==> config.mk <==
export PLATFORM = sky130hd
export DESIGN_NAME = sha_digest_streamer
export DESIGN_NICKNAME = d
export VERILOG_FILES = /design/src/rtl/sha_digest_streamer.sv
export SDC_FILE = /design/constraint.sdc
export NUM_CORES = 2
export LEC_CHECK = 0
export ABC_AREA = 0
export BUFFER_PORTS_ARGS = -buffer_cell sky130_fd_sc_hd__buf_4
export CAP_MARGIN = 5
export CORE_ASPECT_RATIO = 0.5
export CORE_UTILIZATION = 42
export CTS_CLUSTER_SIZE = 14
export DETAILED_ROUTE_END_ITERATION = 12
export GPL_TIMING_DRIVEN = 0
export SKIP_CTS_REPAIR_TIMING = 1
export SLEW_MARGIN = 20
export SYNTH_ARGS = -nofsm -noshare
export SYNTH_HDL_FRONTEND = slang
export SYNTH_SLANG_ARGS = --single-unit
==> constraint.sdc <==
create_clock -name clk -period 73.6 [get_ports clk]
set_input_delay 0 -clock clk [delete_from_list [all_inputs] [get_ports clk]]
set_output_delay 0 -clock clk [all_outputs]
set_load 0.05 [all_outputs]
==> src/rtl/sha_digest_streamer.sv <==
// sha_digest_streamer: buffers single-cycle digest results and replays each one as a byte stream
module sha_digest_streamer #(
    parameter int DIGEST_BYTES = 48,
    parameter int FIFO_DEPTH   = 4,
    parameter int EMIT_LEN     = 1
) (
    input  logic                            clk,
    input  logic                            rstn,
    input  logic                            ivalid,
    input  logic [31:0]                     iid,
    input  logic [60:0]                     ilen,
    input  logic [8*DIGEST_BYTES-1:0]       isha,
    input  logic                            tready,
    output logic                            tvalid,
    output logic                            tlast,
    output logic [31:0]                     tid,
    output logic [7:0]                      tdata,
    output logic [$clog2(FIFO_DEPTH):0]     level,
    output logic [15:0]                     drop_cnt
);
    localparam int T  = DIGEST_BYTES + 8*EMIT_LEN;
    localparam int AW = $clog2(FIFO_DEPTH);
    localparam int BW = $clog2(T);

    typedef enum logic {EMPTY, SEND} state_t;

    state_t                  state_q, state_d;
    logic [31:0]             id_mem  [FIFO_DEPTH];
    logic [60:0]             len_mem [FIFO_DEPTH];
    logic [8*DIGEST_BYTES-1:0] sha_mem [FIFO_DEPTH];
    logic [AW-1:0]           wptr_q, rptr_q;
    logic [AW:0]             level_q, level_d;
    logic [BW-1:0]           bcnt_q, bcnt_d;
    logic [15:0]             drop_q, drop_d;
    logic [8*T-1:0]          frame;
    logic [7:0]              byte_sel;
    logic                    hs, pop, push;

    generate
        if (EMIT_LEN != 0) begin : g_len
            assign frame = {len_mem[rptr_q], 3'b000, sha_mem[rptr_q]};
        end else begin : g_nolen
            assign frame = sha_mem[rptr_q];
        end
    endgenerate

    // A full FIFO still accepts when the head frame retires in the same cycle
    assign hs   = tvalid & tready;
    assign pop  = hs & tlast;
    assign push = ivalid & ((level_q != (AW+1)'(FIFO_DEPTH)) | pop);

    always_ff @(posedge clk) begin
        if (push) begin
            id_mem[wptr_q]  <= iid;
            len_mem[wptr_q] <= ilen;
            sha_mem[wptr_q] <= isha;
        end
    end

    always_ff @(posedge clk or negedge rstn) begin
        if (!rstn) begin
            state_q <= EMPTY;
            wptr_q  <= '0;
            rptr_q  <= '0;
            level_q <= '0;
            bcnt_q  <= '0;
            drop_q  <= '0;
        end else begin
            state_q <= state_d;
            wptr_q  <= wptr_q + AW'(push);
            rptr_q  <= rptr_q + AW'(pop);
            level_q <= level_d;
            bcnt_q  <= bcnt_d;
            drop_q  <= drop_d;
        end
    end

    always_comb begin
        level_d = level_q + (AW+1)'(push) - (AW+1)'(pop);
        bcnt_d  = pop ? '0 : hs ? bcnt_q + BW'(1) : bcnt_q;
        drop_d  = (ivalid & ~push & ~&drop_q) ? drop_q + 16'd1 : drop_q;
    end

    always_comb begin
        state_d = state_q == EMPTY ? (push ? SEND : EMPTY)
                                   : ((pop && level_d == '0) ? EMPTY : SEND);
    end

    always_comb begin
        byte_sel = '0;
        for (int i = 0; i < T; i++)
            if (bcnt_q == BW'(i)) byte_sel = frame[8*(T-1-i) +: 8];
        tvalid   = state_q == SEND;
        tlast    = tvalid & (bcnt_q == BW'(T-1));
        tid      = tvalid ? id_mem[rptr_q] : '0;
        tdata    = tvalid ? byte_sel : '0;
        level    = level_q;
        drop_cnt = drop_q;
    end
endmodule
==> out/results.tsv <==
stage	metric	value	unit
timing	finalHoldViolations	16	
floorplanning	start_util	42.6	%
worst_setup_path	crit_type	flop to primary output	
worst_setup_path	crit_slowest_cell	a211oi_1	
routing	postRouteAntennaNets	0	
placement	portBuffers	541	
timing	tns	0	ns
global_route	grt_max_degree	45	
routing	avgViaCountPerCell	5.84	
global_route	grt_pass1_wl	342	mm
worst_setup_path	critical_path.cell_chain	buf_4, buf_2, clkbuf_1, mux4_2, nor4_1, o21ai_0, o211ai_1, o21ai_1, a211oi_1, o21bai_1, and3_1, buf_4	
timing	holdWs	-0.0174	ns
logic_synthesis	synth_fp_nets	4089	
worst_setup_path	path_max_fanout	10	
outcome	outcome	complete, but fails checks	
logic_synthesis	netlist_area	75800	um2
power	p_per_area	31.3	nW/um2
worst_setup_path	arrival	6.73	ns
logic_synthesis	ys_top_cells_by_count	edfxtp_1, mux4_2, nand2_1	
floorplanning	dieArea	182000	um2
floorplanning	core_area	178000	um2
timing	min_period_over_period	9.14	%
timing	slew_viol_final	0	
worst_setup_path	cp-start-kind	flop	
power	switchingPower	940	uW
cells_and_area	area_delta_synth_final	31.5	%
cells_and_area	layout-drive-gt1-share	28.1	%
worst_setup_path	cp-end-kind	primary output	
floorplanning	rows	109	
timing	fmax	149	MHz
global_route	grt_usage	27.5	%
routing	drc_errors	0	
power	worst_ir_drop_vdd	24.6	uV
timing	worstMarginPinSlew	1.30	ns
power	power.internal	2180	uW
logic_synthesis	synth_most_common_cell	edfxtp_1	
clock_tree	htreeDepth	4	
power	switching_share	30.1	%
power	clkPwrFrac	28.1	%
worst_hold_path	hold_path.class	input pin to flop	
floorplanning	io_pins	542	
outcome	failed_checks	hold timing	
clock_tree	clk_pin_slew	0.06	ns
placement	place_congestion	0.964	
logic_synthesis	synthMuxAreaShare	14.3	%
routing	routed_wl	259	mm
timing	min_period	6.73	ns
timing	clock_skew	0.0480	ns
routing	first_pass_iters	6	
logic_synthesis	synth_top_cell_area_share	75.6	%
worst_setup_path	cpMostUsedCell	buf_4	
logic_synthesis	synth_top_family_by_area	multiplexers	
clock_tree	ctsRootBufferMaster	clkbuf_16	
cells_and_area	fin_nets	5927	
logic_synthesis	synthSimpleGateAreaFrac	3.86	%
routing	vias	46400	
logic_synthesis	yosysTopAreaCell	edfxtp_1	
global_route	antenna_found_initial	35	
logic_synthesis	synth-xor-area-share	0.231	%
clock_tree	cts_tree	yes	
logic_synthesis	synth_compound_area_share	3.46	%
placement	dp.cells	6707	
clock_tree	clk_latency	0.84	ns
power	p_leak	0.0333	uW
cells_and_area	finish.instance_area	99600	um2
worst_setup_path	cp_slowest_stage_delay	1.13	ns
global_route	grt_overflow	0	
timing	rsz0062_at_grt	false	
logic_synthesis	ys_ff_latch	1938	
logic_synthesis	synth_edf_count	1908	
power	p_seq_share	47.9	%
timing	maxSlewHeadroom	12.5	%
logic_synthesis	synthArstFlopShare	1.55	%
clock_tree	cts_buffers	179	
run	maxCapViolations	0	
logic_synthesis	synthAdderAreaFrac	0.159	%
logic_synthesis	synthCells	3599	
logic_synthesis	ys_seq_area_share	76.6	%
logic_synthesis	yosysWarnings	0	
logic_synthesis	ys.flop_type	edfxtp_1	
worst_setup_path	crit_required	73.60	ns
floorplanning	die_h	302	um
clock_tree	clock_path_buffers	4	
power	combPwrFrac	24.0	%
cells_and_area	fin_cells	7946	
timing	setup_viol	0	
logic_synthesis	syn-mean-instance-area	21.1	um2
routing	wl_per_cell	32.6	um
floorplanning	die_x	603	um
placement	placed_cell_area	85000	um2
routing	drt_iter0_markers	6246	
placement	hpwl	195	mm
global_route	grt_pass1_vias	41400	
logic_synthesis	ys_types	86	
logic_synthesis	synth_area_leaders	edfxtp_1, mux4_2, dfrtp_1	
clock_tree	clkSinkCount	1938	
[path summary, 6_finish.rpt]
check                                         startpoint                        end  slack (ns)  cells past startpoint
worst max-delay path                 rptr_q[1]$_DFF_PN0_                   tdata[5]       66.87                     12
worst min-delay path                           isha[111]  sha_mem[2][111]$_DFFE_PP_       -0.02                      2
worst max register to register     bcnt_q[0]$_DFFE_PN0P_   len_mem[0][53]$_DFFE_PP_       67.29                     20
worst min register to register  drop_cnt[11]$_DFFE_PN0P_   drop_cnt[11]$_DFFE_PN0P_        0.50                      1
max in group asynchronous                           rstn        rptr_q[0]$_DFF_PN0_       73.17                      4
min in group asynchronous                           rstn    drop_cnt[8]$_DFFE_PN0P_        0.20                      4
[final cells by class]
class	count	area (um2)
fillers	13700	78200
flip-flops and latches	1938	58000
multi-input cells	1483	16700
repair buffers	1657	15500
clock buffers	243	4820
well taps	2386	2990
plain buffers	169	1060
clock inverters	54	410
inverters	9	33.8
diodes	7	17.5
[layout by cell type, fill, tap and decap left out, types with 11 or more instances in the layout]
cell type,count
edfxtp_1,1908
dlygate4sd3_1,934
buf_4,686
mux4_2,474
clkbuf_16,181
nand2_1,147
nor2_1,136
clkbuf_1,105
o21ai_0,75
nand3_1,74
a21oi_1,74
buf_6,61
nor3_1,53
buf_2,41
o22ai_1,39
and2_1,39
dfrtp_1,30
o211ai_1,27
buf_12,26
clkinv_1,26
a211oi_1,21
nand4_1,20
and3_1,17
nor4_1,17
a31oi_1,16
a22oi_1,16
buf_16,16
a22o_1,12
nand3b_1,11
xor2_1,11
clkinv_2,11
[logic make-up after synthesis]
family                   after synthesis
AO/OA/AOI/OAI                        387
flip-flops                          1938
AND/OR/NAND/NOR                      586
adder cells (fa/ha/maj)                9
XOR/XNOR                              20
buffers and inverters                178
multiplexers                         481
[routing by layer]
| metal | wire length, um | part of all wire [%] | GRT usage, % | vias to the layer above |
|---|---|---|---|---|
| met1 | 107000 | 41 | 39.7 | 24800 |
| met3 | 22200 | 8.6 | 5.02 | 364 |
| met5 | 23 | 0.0089 | 0 | - |
| li1 | - | - | - | 18900 |
| met4 | 5500 | 2.1 | 5.75 | 4 |
| met2 | 124000 | 48 | 44.3 | 2398 |
[power by group through the flow]
| stage | registers [uW] | clock network [uW] | logic, uW |
|---|---|---|---|
| after floorplan | 1730 | 0 | 321 |
| after global placement | 1940 | 0 | 615 |
| after detailed placement | 1520 | 0 | 692 |
| after CTS | 1490 | 885 | 694 |
| after global routing | 1510 | 927 | 765 |
| final | 1490 | 875 | 749 |
[sequential cells by signal (all words and copies together), names as in the netlist]
name	count
bcnt_q	6
wptr_q	2
rptr_q	2
tvalid	1
len_mem	244
sha_mem	1536
id_mem	128
level	3
drop_cnt	16
[worst max-delay path, delay by kind of cell, from the launching register on]
kind                   cells  cell delay, ns
buffers and inverters      4            1.58
AOI/OAI and AO/OA          5            2.22
muxes                      1            0.51
and+or+nand+nor            2            1.07
DFF                        1            0.49
[metrics by stage]
| step | hold WS (ns) | power [uW] | worst slack (ns) | util, % |
|---|---|---|---|---|
| after floorplan | -0.296 | 2060 | 35.76 | - |
| after global placement | 0.00901 | 2550 | 4.04 | 46.6 |
| after detailed placement | 0.0223 | 2210 | 67.49 | 47.8 |
| after CTS | -0.872 | 3070 | 67.21 | 50.7 |
| after global routing | -0.0252 | 3200 | 66.93 | 56.0 |
| final | -0.0174 | 3120 | 66.87 | 56.0 |
(Power assumes the default switching activity.)
